`config.mk`:
```
export PLATFORM = sky130hd
export DESIGN_NAME = opc7_timer_intc
export DESIGN_NICKNAME = d
export VERILOG_FILES = /design/src/rtl/opc7_timer_intc.sv
export SDC_FILE = /design/constraint.sdc
export NUM_CORES = 1
export LEC_CHECK = 0
export CORE_MARGIN = 4
export CORE_UTILIZATION = 45
export CTS_CLUSTER_SIZE = 30
export DETAILED_ROUTE_END_ITERATION = 16
export GPL_TIMING_DRIVEN = 0
export PLACE_DENSITY = 0.66
export SLEW_MARGIN = 20
export SYNTH_ARGS = -nofsm -noshare
export SYNTH_HDL_FRONTEND = slang
export SYNTH_SLANG_ARGS = --single-unit
```
`constraint.sdc`:
```
create_clock -name clk -period 3.4 [get_ports clk]
set_input_delay 0.68 -clock clk [delete_from_list [all_inputs] [get_ports clk]]
set_output_delay 0.68 -clock clk [all_outputs]
set_load 0.01 [all_outputs]
```
`src/rtl/opc7_timer_intc.sv`:
```
// opc7_timer_intc
// I/O-space responder for the OPC7 CPU: a 32-bit prescaled down-counter timer
// and an 8-input rising-edge interrupt controller in a 16-word I/O window.
//
// Ports
//   clk       system clock, rising edge
//   reset_b   asynchronous active-low reset
//   clken     shared CPU clock enable; register state advances only when high
//   address   CPU address (20 bits); window selected by address[19:4]
//   wdata     CPU write data (dout)
//   rnw       1 = read, 0 = write
//   vio       CPU I/O cycle strobe
//   irq_in    external interrupt requests (asynchronous, rising-edge)
//   rdata     registered read data for the CPU din mux
//   rdata_en  rdata is valid this cycle
//   int_b     active-low interrupt requests: [1] external IRQs, [0] timer
//
// Bus protocol: a transfer is requested by vio=1 with a matching window address
// and completes on the first clken edge that samples it (no wait states). A
// write captures wdata at that edge; a read returns rdata with rdata_en=1 for
// exactly the following clken period. There is no back-pressure.

module opc7_timer_intc #(
  parameter logic [19:0] IO_BASE  = 20'h000F0,
  parameter logic [31:0] ID_VALUE = 32'h4F504337
) (
  input  logic        clk,
  input  logic        reset_b,
  input  logic        clken,
  input  logic [19:0] address,
  input  logic [31:0] wdata,
  input  logic        rnw,
  input  logic        vio,
  input  logic [7:0]  irq_in,
  output logic [31:0] rdata,
  output logic        rdata_en,
  output logic [1:0]  int_b
);

  logic [31:0] load_q, count_q;
  logic [15:0] prescale_q, pre_q;
  logic [2:0]  ctrl_q;
  logic        expired_q;
  logic [7:0]  mask_q, pend_q;
  logic [7:0]  sync1_q, sync2_q, sync3_q, sticky_q;

  logic        sel, wr, rd;
  logic [3:0]  offset;
  logic        tick;
  logic [31:0] count_d;
  logic [15:0] pre_d;
  logic [2:0]  ctrl_d;
  logic        expired_d, expired_set, en_clear;
  logic [7:0]  irq_rise, pend_d;
  logic [31:0] rd_mux;

  assign sel    = vio && (address[19:4] == IO_BASE[19:4]);
  assign offset = address[3:0];
  assign wr     = sel && !rnw;
  assign rd     = sel && rnw;

  assign tick     = ctrl_q[0] && (pre_q == 16'd0);
  assign irq_rise = sync2_q & ~sync3_q;

  // Timer / prescaler next state. CPU writes are applied last so they win
  // over the tick and over the hardware EN clear on the same edge.
  always_comb begin
    count_d     = count_q;
    ctrl_d      = ctrl_q;
    pre_d       = pre_q;
    expired_set = 1'b0;
    en_clear    = 1'b0;

    if (ctrl_q[0]) begin
      pre_d = (pre_q == 16'd0) ? prescale_q : pre_q - 16'd1;
    end

    if (tick) begin
      if (count_q > 32'd1) begin
        count_d = count_q - 32'd1;
      end else if (count_q == 32'd1) begin
        count_d     = 32'd0;
        expired_set = 1'b1;
        en_clear    = !ctrl_q[1];
      end else if (ctrl_q[1]) begin
        count_d = load_q;
      end
    end

    if (en_clear) ctrl_d[0] = 1'b0;

    if (wr && (offset == 4'd0 || offset == 4'd1)) count_d = wdata;
    if (wr && offset == 4'd3)                     ctrl_d  = wdata[2:0];

    // Hardware set beats write-1-to-clear of the same bit.
    expired_d = (expired_q & ~(wr && offset == 4'd4 && wdata[0])) | expired_set;
    pend_d    = (pend_q & ~((wr && offset == 4'd6) ? wdata[7:0] : 8'h00))
                | irq_rise | sticky_q;
  end

  always_comb begin
    rd_mux = 32'd0;
    case (offset)
      4'd0:    rd_mux = load_q;
      4'd1:    rd_mux = count_q;
      4'd2:    rd_mux = {16'd0, prescale_q};
      4'd3:    rd_mux = {29'd0, ctrl_q};
      4'd4:    rd_mux = {31'd0, expired_q};
      4'd5:    rd_mux = {24'd0, mask_q};
      4'd6:    rd_mux = {24'd0, pend_q};
      4'd7:    rd_mux = ID_VALUE;
      default: rd_mux = 32'd0;
    endcase
  end

  // Synchroniser and edge detector run on every clk. Edges seen while clken=0
  // accumulate in sticky_q and are folded into pend on the next clken edge.
  always_ff @(posedge clk or negedge reset_b) begin
    if (!reset_b) begin
      sync1_q  <= 8'h00;
      sync2_q  <= 8'h00;
      sync3_q  <= 8'h00;
      sticky_q <= 8'h00;
    end else begin
      sync1_q  <= irq_in;
      sync2_q  <= sync1_q;
      sync3_q  <= sync2_q;
      sticky_q <= clken ? 8'h00 : (sticky_q | irq_rise);
    end
  end

  always_ff @(posedge clk or negedge reset_b) begin
    if (!reset_b) begin
      load_q     <= 32'd0;
      count_q    <= 32'd0;
      prescale_q <= 16'd0;
      pre_q      <= 16'd0;
      ctrl_q     <= 3'd0;
      expired_q  <= 1'b0;
      mask_q     <= 8'h00;
      pend_q     <= 8'h00;
      rdata      <= 32'd0;
      rdata_en   <= 1'b0;
      int_b      <= 2'b11;
    end else if (clken) begin
      if (wr && offset == 4'd0) load_q     <= wdata;
      if (wr && offset == 4'd2) prescale_q <= wdata[15:0];
      if (wr && offset == 4'd5) mask_q     <= wdata[7:0];
      count_q   <= count_d;
      pre_q     <= pre_d;
      ctrl_q    <= ctrl_d;
      expired_q <= expired_d;
      pend_q    <= pend_d;
      if (rd) rdata <= rd_mux;
      rdata_en  <= rd;
      int_b[1]  <= ~|(pend_q & mask_q);
      int_b[0]  <= ~(expired_q & ctrl_q[2]);
    end
  end

endmodule
```
# After elaboration in Yosys (flattened, before gate mapping)

Cells that the tools add are included.

Muxes and demuxes: 17
Reductions and logical operators: 30
Equal/unequal tests: 9
Bitwise gates (word level): 13
$lt $le $gt $ge: 1
Add/sub/neg operators: 2

Operators with widths:

| operator                                                        | count |
|---|---|
| one-hot mux 32 bit (8 select lines)                             | 1 |
| two-way mux 32 bit                                              | 5 |
| == test 32 x 1 -> 1 bit (second input constant)                 | 1 |
| greater-than comparator 32 x 1 -> 1 bit (second input constant) | 1 |
| subtractor 32 x 1 -> 32 bit (second input constant)             | 1 |
| bitwise AND 8 bit                                               | 3 |
| bitwise OR 8 bit                                                | 3 |
| == test 16 x 4 -> 1 bit (second input constant)                 | 1 |
| == test 4 x 3 -> 1 bit (second input constant)                  | 4 |
| zero test 16 bit                                                | 1 |
| two-way mux 16 bit                                              | 1 |
| two-way mux 8 bit                                               | 2 |
| NOT 8 bit                                                       | 2 |
| subtractor 16 x 1 -> 16 bit (second input constant)             | 1 |
| AND reduction 2 bit                                             | 7 |
| logical AND 1 bit                                               | 12 |
| == test 4 x 2 -> 1 bit (second input constant)                  | 2 |
| two-way mux 1 bit                                               | 8 |
| OR reduction 8 bit                                              | 1 |
| == test 4 x 1 -> 1 bit (second input constant)                  | 1 |
| zero test 4 bit                                                 | 1 |
| nonzero test 2 bit                                              | 2 |
| nonzero test 4 bit                                              | 1 |
| zero test 1 bit                                                 | 3 |
| 5 further kinds                                                 | 7 |

Input port bits: 65
Register bits after elaboration: 183
Output and inout port bits: 35

# Longest topological paths before layout

Word-level depth: 9
Depth in mapped cells: 10
Mapped depth without buffers: 8

# Worst setup path after synthesis

OpenSTA, ideal clock, no wires.

Path kind: register to register
From: reg count_q[0]
To: reg count_q[18]
Required time: 3,308 ps
Period minus slack after synthesis: 2,641 ps
Cell stages (with the launch flop): 11
Arrival time: 2,549 ps
Library setup time: 92 ps
Slack: 759 ps
Buffers on the path: 2
Path through: dfrtp_1 > inv_1 > ha_1 > or3b_1 > buf_2 > or4b_4 > buf_6 > or3_4 > o31ai_4 > a21oi_2 > o31ai_2

Word-level cells in the longest chain between the ends: 5
Elaborated cells on any way between the ends: 9

RTL lines:

| item                                                                | RTL line | source |
|---|---|---|
| start, declared                                                     | 40       | `logic [31:0] load_q, count_q;` |
| start signal, assigned                                              | 149      | `count_q <= count_d;` |
| branches (longest 5 deep; another with subtractor 32 x 1 -> 32 bit) | -        |  |

Parallel ways; which one is timed is not known. The select of a mux whose other input is x is not followed.
A chain may end at the register's enable or synchronous reset.

# Worst setup path in the final report

From: in address[0]
To: reg rdata[5]

Word-level cells in the longest chain between the ends: 2
Elaborated cells on any way between the ends: 9

RTL lines:

| item                                           | RTL line | source |
|---|---|---|
| start, declared                                | 30       | `input logic [19:0] address,` |
| == test 4 x 3 -> 1 bit (tied with other cells) | 103      | `case (offset)` |
| one-hot mux 32 bit (8 select lines) *          | 103      |  |
| end signal, assigned                           | 154      | `if (rd) rdata <= rd_mux;` |
| end, declared                                  | 35       | `output logic [31:0] rdata,` |

Every way passes the cells marked *; elsewhere a longest branch is shown, timed or not.

==> summary.md <==
| Metric | Value |
|---|---|
| Clock Sinks | between 150 and 200 |
| Routed Antenna Nets | 0 |
| Total die area | 0.0234 mm2 |
| Endpoint class of the critical path | flop |
| Area of the core | 0.0205 mm2 |
| Total GRT Usage | between 20% and 30% |
| Yosys top cell area share | 47.8% |
| Largest net degree at the start of global routing | 98 |
| Fmax | between 300 and 400 MHz |
| FF+latch count, synth | 183 |
| Final WS setup | about 0.13 ns |
| Total nets after synthesis | around 1,000 |
| Layout area overhead | 21.4% |
| Total number of vias | 8,327 |
| Avg Cell Area, Syn | slightly below 10 um2 |
| Final-layout fill cell count | 1,878 |
| Sequential share of the synthesized area | between 40 and 50% |
| Setup_tns | 0 ns |
| Final hold vios | 0 |
| Vias in the first global route | approximately 8,000 |
| RSZ-0062 raised after global routing | false |
| Final Util | between 50% and 60% |
| Final instance count without filler cells | 1,379 |
| Mapped Cells | around 980 |
| Placed insts | between 1,000 and 1,500 |
| Clk root buf | clkbuf_16 |
| H-tree Lvls | 4 |
| Kind of critical path | in2reg |
| Worst setup SP type | input pin |
| Clock buffer depth | 2 |
| Kind of cell adding the most delay to the critical path | buffers and inverters |
| Max FO, Critical Path | 10 |
| Reg clk slew, reported paths | 0.08 ns |
| Reg-to-reg slack, setup | roughly 0.20 ns |
| DP Wirelength | 21,700 um |
| HP Class | in2async |
| Post-synth EDFFs | 0 |
| VDD IR max | 0.000339 V |
| Max-cap violation count | 0 |
| GP Congestion | 0.980 |
| Residual DRC | 0 |
| Crit path buf inv count | 3 |
| Most frequent cells in the layout | 181 x dfrtp_1, 107 x nand2_1, 96 x clkdlybuf4s50_1 |
| Pre-antenna DRT Iters | 5 |
| Max stage delay cell, worst path | buf_1 |
| Max Slew Vio Count | 0 |
| Leak | 5.10 nW |
| Status | finished clean |
| GRT overflow | 0 |
| Max incr delay on CP | between 0.8 and 0.9 ns |
| Ant diodes | 0 |
| Slew @ Worst Pin | between 0.9 and 1 ns |
| Pre-CTS setup slack | -0.344 ns |
| Final hold slack | about 0.21 ns |
| Fin crit period | 3.27 ns |
| Share of cells above drive strength 1 | 12.6% |
| CTS Buf Count | 17 |
| Commonest non-fill, non-tap cell in the layout | dfrtp_1 |
| Synth Flop Type | dfrtp_1 |
| Die Y | 153 um |
| Final Cycle Share | 96.2% |
| Final setup fails | 0 |
| Final Net Count | ~1,200 |
| I/O pin count | 100 |
| Insertion delay to the later sink of the worst-skew pair | roughly 0.46 ns |
| Synth unique cells | 69 |
| Port Buf Inserts | between 90 and 100 |
| Initial core utilization | 46.2% |
| Worst-path cell chain | clkdlybuf4s50_1 > clkbuf_1 > buf_1 > nor3_1 > a221oi_1 > o21ai_0 |
| Vias/cell | 6.04 |
| Final wirelength | 29,600 um |
| TritonCTS clock tree | yes |
| Synth area leader | dfrtp_1 |
| Max transition margin | between 30% and 40% |
| FFs w/ async S/R, synth | 100% |
| PD cells | slightly below 400 mW/mm2 |
| Layout Skew | 0.0120 ns |
| Number of core rows | 52 |
| DR WL/cell | 21.4 um |
| First-pass GRT wire length | 46,800 um |
| Initial antenna violation count | 0 |
| Synth area leaders | dfrtp_1 48%, mux2_2 7.5%, o21ai_0 4.7% |
| Req. time, crit path | 3.70 ns |
| Die width | 153 um |
| Synth warn | 0 |
| CP arrival | 3.57 ns |
| Starting DRC count in detailed routing | 808 |
| Mapped cell area | 0.00947 mm2 |
through the flow:
stage / instance area, um2 / total power [mW]
after floorplan: 9470 / 2.31
after global placement: 10800 / 2.49
after detailed placement: 10800 / 2.49
after CTS: 11500 / 4.57
after global routing: 11500 / 4.68
final: 11500 / 4.53
cell type report:
type                    instances  area [um2]  share of cell area (%)
clock inverters                15         209                    1.82
multi-input cells             705        4560                    39.6
repair buffers                101        1020                    8.86
plain buffers                  64         277                    2.41
clock buffers                  17         425                    3.70
flip-flops and latches        183        4580                    39.9
well taps                     270         338                    2.94
inverters                      24        90.1                   0.784
Yosys cell counts (16+ instances only):
| cell | count |
|---|---|
| a211oi_1 | 16 |
| a21oi_1 | 61 |
| clkbuf_1 | 52 |
| dfrtp_1 | 181 |
| inv_1 | 24 |
| mux2_2 | 63 |
| mux2i_1 | 19 |
| nand2_1 | 107 |
| nand3_1 | 27 |
| nor2_1 | 61 |
| nor3_1 | 26 |
| nor4_1 | 18 |
| o21ai_0 | 89 |
| o31ai_1 | 23 |
routing by layer:
layer / track usage (%) / routed length, um
met5: 0 / 0
met4: 6.70 / 583
met1: 36.4 / 13300
met3: 6.53 / 2390
met2: 38.5 / 13300
worst register-to-register path, cell delays in order (launching register included):
cell      delay (ns)
dfrtp_1         0.42
nor4_1          0.54
and3_1          0.27
clkbuf_1        0.19
and4_1          0.27
o32a_1          0.18
clkbuf_1        0.43
clkbuf_1        0.53
o21ai_0         0.19
o31ai_1         0.10
sequential cells by signal (all words and copies together) (netlist names), 2 cells and up:
| name | flops |
|---|---|
| rdata | 32 |
| pend_q | 8 |
| pre_q | 16 |
| int_b | 2 |
| prescale_q | 16 |
| ctrl_q | 3 |
| sync3_q | 8 |
| sync2_q | 8 |
| sticky_q | 8 |
| load_q | 32 |
| count_q | 32 |
| sync1_q | 8 |
| mask_q | 8 |
repair_timing:
| item | in CTS | in global routing |
|---|---|---|
| endpoints found under the setup margin | 0 | 60 |
| hold buffers | 0 | 0 |
| hold endpoints to repair | 0 | 0 |
| gates resized for setup | 0 | 16 |
| setup buffers | 0 | 0 |
final timing paths:
kind | from | endpoint | cells after the start
worst max-delay path | address[0] | rdata[5] | 6
min in group clk | sync1_q[7] | sync2_q[7] | 0
max in group asynchronous | reset_b | int_b[0] | 2
worst min-delay path | reset_b | sync2_q[0] | 1
worst max register to register | count_q[28] | count_q[2] | 9
worst min register to register | sync1_q[7] | sync2_q[7] | 0
cells by family after synthesis:
kind of cell | count (synthesis) | synth area share [%]
compound gates | 293 | 20.1
xor+xnor | 9 | 0.833
fa+ha+maj | 4 | 0.529
buf+inv | 88 | 3.79
flops | 183 | 48.4
mux | 82 | 9.50
simple gates | 317 | 16.8
power by group:
group          total, mW  switching (mW)  internal, mW
sequential          2.20         0.00651          2.20
clock               2.09            1.06          1.03
combinational      0.245           0.146        0.0986
No activity file was read; power rests on OpenSTA's default activity.
